<file path="src/rtl/i2s_rx.sv">
// i2s_rx: oversampling I2S deserializer; frames words on lrck edges and
// presents each left/right pair on a valid/ready interface.
module i2s_rx #(
    parameter int WIDTH       = 24,
    parameter int DELAY       = 1,
    parameter int LEFT_LEVEL  = 0,
    parameter int SYNC_STAGES = 2,
    parameter int MAX_SLOTS   = 64
) (
    input  logic             clk,
    input  logic             rst,
    input  logic             i_bck,
    input  logic             i_lrck,
    input  logic             i_sdata,
    input  logic             i_ready,
    input  logic             i_clr_err,
    output logic [WIDTH-1:0] o_left,
    output logic [WIDTH-1:0] o_right,
    output logic             o_valid,
    output logic             o_locked,
    output logic             o_overrun,
    output logic             o_short_word
);
    localparam int SW = $clog2(MAX_SLOTS + 1);
    localparam logic [SW-1:0] SLOT_MAX = SW'(MAX_SLOTS);

    typedef enum logic [1:0] {HUNT, LEFT, RIGHT} state_t;

    logic [SYNC_STAGES-1:0] bck_sync_q, lrck_sync_q, sdata_sync_q;
    logic                   bck_prev_q, rise_q, lrck_prev_q;
    logic                   emit_q, emit_d;
    logic [SW-1:0]          slot_q, slot_d;
    logic [WIDTH-1:0]       word_q, word_d;
    logic [WIDTH-1:0]       left_hold_q, left_hold_d, right_hold_q, right_hold_d;
    logic [WIDTH-1:0]       left_q, left_d, right_q, right_d;
    logic                   valid_q, valid_d, overrun_q, overrun_d, short_q, short_d;
    logic                   short_set;
    state_t                 state_q, state_d;
    logic                   bck_s, lrck_s, sdata_s, lrck_chg, short_close, accept;
    int                     slot_k;

    assign bck_s       = bck_sync_q[SYNC_STAGES-1];
    assign lrck_s      = lrck_sync_q[SYNC_STAGES-1];
    assign sdata_s     = sdata_sync_q[SYNC_STAGES-1];
    assign lrck_chg    = lrck_s != lrck_prev_q;
    // slot_q is the last slot index of the word being closed
    assign short_close = int'(slot_q) < DELAY + WIDTH - 1;
    assign accept      = !valid_q || i_ready;

    assign o_left       = left_q;
    assign o_right      = right_q;
    assign o_valid      = valid_q;
    assign o_locked     = state_q != HUNT;
    assign o_overrun    = overrun_q;
    assign o_short_word = short_q;

    always_comb begin
        slot_d = slot_q;
        word_d = word_q;
        slot_k = 0;
        if (rise_q) begin
            slot_d = lrck_chg ? '0 : (slot_q == SLOT_MAX ? slot_q : slot_q + SW'(1));
            slot_k = int'(slot_d);
            word_d = lrck_chg ? '0 : word_q;
            if (slot_k >= DELAY && slot_k < DELAY + WIDTH)
                word_d = word_d | (WIDTH'(sdata_s) << (WIDTH - 1 - slot_k + DELAY));
        end
    end

    always_comb begin
        state_d      = state_q;
        left_hold_d  = left_hold_q;
        right_hold_d = right_hold_q;
        emit_d       = 1'b0;
        short_set    = 1'b0;
        if (rise_q) begin
            if (lrck_chg) begin
                case (state_q)
                    HUNT: if (lrck_s == 1'(LEFT_LEVEL)) state_d = LEFT;
                    LEFT: begin
                        left_hold_d = word_q;
                        short_set   = short_close;
                        state_d     = RIGHT;
                    end
                    RIGHT: begin
                        right_hold_d = word_q;
                        short_set    = short_close;
                        emit_d       = 1'b1;
                        state_d      = LEFT;
                    end
                    default: state_d = HUNT;
                endcase
            end else if (slot_d == SLOT_MAX) begin
                state_d = HUNT;
            end
        end
    end

    always_comb begin
        left_d    = left_q;
        right_d   = right_q;
        valid_d   = valid_q && !i_ready;
        if (emit_q && accept) begin
            left_d  = left_hold_q;
            right_d = right_hold_q;
            valid_d = 1'b1;
        end
        overrun_d = (emit_q && !accept) || (overrun_q && !i_clr_err);
        short_d   = short_set || (short_q && !i_clr_err);
    end

    always_ff @(posedge clk) begin
        if (!rst) state_q <= HUNT;
        else      state_q <= state_d;
    end

    always_ff @(posedge clk) begin
        if (!rst) begin
            bck_sync_q   <= '0;
            lrck_sync_q  <= '0;
            sdata_sync_q <= '0;
            bck_prev_q   <= 1'b0;
            rise_q       <= 1'b0;
            lrck_prev_q  <= 1'b0;
            slot_q       <= '0;
            word_q       <= '0;
            left_hold_q  <= '0;
            right_hold_q <= '0;
            emit_q       <= 1'b0;
            left_q       <= '0;
            right_q      <= '0;
            valid_q      <= 1'b0;
            overrun_q    <= 1'b0;
            short_q      <= 1'b0;
        end else begin
            bck_sync_q   <= {bck_sync_q[SYNC_STAGES-2:0], i_bck};
            lrck_sync_q  <= {lrck_sync_q[SYNC_STAGES-2:0], i_lrck};
            sdata_sync_q <= {sdata_sync_q[SYNC_STAGES-2:0], i_sdata};
            bck_prev_q   <= bck_s;
            rise_q       <= bck_s && !bck_prev_q;
            if (rise_q) lrck_prev_q <= lrck_s;
            slot_q       <= slot_d;
            word_q       <= word_d;
            left_hold_q  <= left_hold_d;
            right_hold_q <= right_hold_d;
            emit_q       <= emit_d;
            left_q       <= left_d;
            right_q      <= right_d;
            valid_q      <= valid_d;
            overrun_q    <= overrun_d;
            short_q      <= short_d;
        end
    end
endmodule
</file>
<file path="config.mk">
export PLATFORM = sky130hd
export DESIGN_NAME = i2s_rx
export DESIGN_NICKNAME = d
export VERILOG_FILES = /design/src/rtl/i2s_rx.sv
export SDC_FILE = /design/constraint.sdc
export NUM_CORES = 1
export LEC_CHECK = 0
export ABC_AREA = 1
export BUFFER_PORTS_ARGS = -buffer_cell sky130_fd_sc_hd__buf_4
export CAP_MARGIN = 5
export CORE_MARGIN = 2
export CORE_UTILIZATION = 30
export DETAILED_ROUTE_END_ITERATION = 10
export SLEW_MARGIN = 15
export SYNTH_ARGS = -nofsm -noshare
export SYNTH_HDL_FRONTEND = slang
export SYNTH_SLANG_ARGS = --single-unit
</file>
<file path="constraint.sdc">
create_clock -name clk -period 3.82 [get_ports clk]
set_input_delay 0.764 -clock clk [delete_from_list [all_inputs] [get_ports clk]]
set_output_delay 0.764 -clock clk [all_outputs]
set_load 0.005 [all_outputs]
</file>
==> impl_metrics.ini <==
[route]
drt_wl_total_mm = 12.6
firstDrtPassIters = 4
wl_per_cell_um = 12.6
drt_iter0_drc = 272
vias = 4520
viasPerCell = 4.50
antenna_left = 0
drc = 0

[placement]
port-buffer-count = 58
place_hpwl_mm = 8.73
place_congestion = 0.835
place_area_mm2 = 0.00618
place_inst = 972

[worst_setup_path]
start_kind = flip-flop
reg2reg_depth = 15
r2r-start = lrck_prev_q$_SDFFE_PN0P_
endpoint_kind = flip-flop
r2r-end = word_q[21]$_SDFFE_PN0P_
crit_fanout = 12
rrSetupSlack_ps = 880
critPathKind = reg -> reg
cp.required_ps = 4150
arrival_ps = 3280

[sta]
min_period_over_period_pct = 77.1
tns_ps = 0
relSlewSlack_pct = 36.4
rsz0062_at_grt = no
finalHoldViolations = 0
slew_viol_final = 0
tightest_slew_ps = 948
max_freq_mhz = 340
period_needed_ps = 2940
finClkSkew_ps = 7.06
setup_viol = 0

[final_layout]
synthToLayoutAreaGrowth_pct = 22.6
layout.nets = 782
diodes = 0
drive_above_1_share_pct = 14.7
final_area_mm2 = 0.00684
instances_no_fill = 1004

[synthesis]
avgSynthCellArea_um2 = 7.75
yosysTopAreaCell = dfxtp_1
synthesis.area_mm2 = 0.00558
ys_types = 28
synth_top_area_share_pct = 51.0
syn_nets = 739
seq_area_frac_synth_pct = 51.0
synth.area.top_cells = dfxtp_1, o21ai_0, nor2_1, a21oi_1, nand2_1
synth-warning-count = 0
ys_seq_elements = 142
synthCells = 719

[clock_network]
cts.sinks = 142
cts_inserted_buffers = 17
postCtsSetupBuffers = 0
clock_latency_ps = 430
cts-hold-fix-buffers = 0
clock-root-buffer = clkbuf_16
max-clock-path-buffers = 2
cts.clk_slew.worst_paths_ps = 60
post_cts_resized = 0
cts_max_level = 4
cts_tree = yes

[global_routing]
antenna_found_initial = 0
grt_pass1_wl_mm = 21.3
grt_usage_pct = 13.5
grt_pass1_vias = 4322
grt-ovfl-total = 0
grt_start_max_net_pins = 67

[power_and_ir_drop]
power_mw = 3.44
vdd_drop_max_uv = 333
p_leak_nw = 2.72
power_density_mw_per_mm2 = 503

[run_status]
status = finished, final reports clean

[flow_run]
max_cap_violations = 0

[hold_path]
holdPathEnd = rise_q$_SDFF_PN0_
min_from = bck_prev_q$_SDFF_PN0_
hold_depth = 1
hp-class = reg -> reg

[floorplanning]
dieArea_mm2 = 0.0197
die_x_um = 140
rows = 49
die_h_um = 140
ios = 59
start_util_pct = 30.8
core_region_area_mm2 = 0.0181
[placed cells by master (no fill, tap or decap), drive strengths merged]
cell type | synthesis | layout
clkinvlp | 0 | 2
nor2 | 136 | 136
clkbuf | 32 | 19
inv | 65 | 68
clkinv | 4 | 7
o21bai | 2 | 2
xor2 | 3 | 3
o21ai | 106 | 106
nand4 | 11 | 11
a21oi | 79 | 79
xnor2 | 1 | 1
buf | 6 | 62
bufinv | 0 | 5
nand3 | 35 | 35
nand2 | 84 | 84
ha | 13 | 13
dfxtp | 142 | 142
[registers in the layout, indices dropped and copies added, names as in the netlist]
register,count
word_q,24
o_overrun,1
sdata_sync_q,2
bck_sync_q,2
o_right,24
emit_q,1
right_hold_q,24
lrck_sync_q,2
o_short_word,1
bck_prev_q,1
lrck_prev_q,1
left_hold_q,24
o_valid,1
slot_q,7
o_left,24
rise_q,1
state_q,2
[per-stage QoR]
step,utilization (%),setup WS [ps],hold WS (ps)
after floorplan,-,1430,368
after global placement,34.2,974,372
after detailed placement,34.2,905,381
after CTS,37.8,891,383
after global routing,37.8,525,412
final,37.8,876,384
[critical path, cell delays in order (launching register included)]
cell and delay [ps]:
dfxtp_1 310, inv_1 50, ha_1 530, inv_1 180, nor2_8 230, inv_1 100
ha_1 310, inv_1 60, nand4_1 100, nor2_1 160, nor2_1 80, nor2_4 140
nand4_1 130, nor2_1 230, nand3_1 110, a21oi_1 140
[final cells by class]
type / instances / area [µm²]
repair buffers: 62 / 478
clock buffers: 19 / 443
inverters: 69 / 262
fillers: 1866 / 11200
flip-flops and latches: 142 / 2840
multi-input cells: 470 / 2310
clock inverters: 13 / 210
well taps: 229 / 287
[where the power goes]
group	total [mW]	switching [mW]	internal [mW]
Clock	1.83	0.650	1.18
Sequential	1.49	0.00380	1.49
Combinational	0.117	0.0833	0.0338
Total	3.44	0.738	2.70
[synthesized netlist by cell type (all sizes together)]
| library cell | number |
|---|---|
| a21oi | 79 |
| nand4 | 11 |
| o21ai | 106 |
| nand2 | 84 |
| nor2 | 136 |
| dfxtp | 142 |
| inv | 65 |
| clkbuf | 32 |
| nand3 | 35 |
| buf | 6 |
| clkinv | 4 |
| xnor2 | 1 |
| xor2 | 3 |
| o21bai | 2 |
| ha | 13 |
[per-layer routing]
layer  vias up  track usage, %  routed length [µm]
met5         -               0                   0
met4         0            6.38                 357
met3        21            3.21                 501
met2        80            21.4                5760
met1      1994            17.2                5990
li1       2425               -                   -
[kinds of logic after synthesis]
family | Yosys count | share of synthesized area, %
fa+ha+maj | 13 | 2.92
simple gates | 266 | 20.7
compound gates | 187 | 16.9
xor+xnor | 4 | 0.965
buf+inv | 107 | 7.50
flops | 142 | 51.0
[how the worst max path moves through the flow]
stage	startpoint	endpoint	slack, ps	cells after the start
after floorplan	slot_q[0]$_SDFF_PN0_	word_q[23]$_SDFFE_PN0P_	1430	14
after global placement	lrck_prev_q$_SDFFE_PN0P_	word_q[21]$_SDFFE_PN0P_	970	15
after detailed placement	lrck_prev_q$_SDFFE_PN0P_	word_q[21]$_SDFFE_PN0P_	900	15
after CTS	lrck_prev_q$_SDFFE_PN0P_	word_q[21]$_SDFFE_PN0P_	890	15
after global routing	lrck_prev_q$_SDFFE_PN0P_	word_q[16]$_SDFFE_PN0P_	530	15
final	lrck_prev_q$_SDFFE_PN0P_	word_q[21]$_SDFFE_PN0P_	880	15
Power figures use the tool's default switching activity.
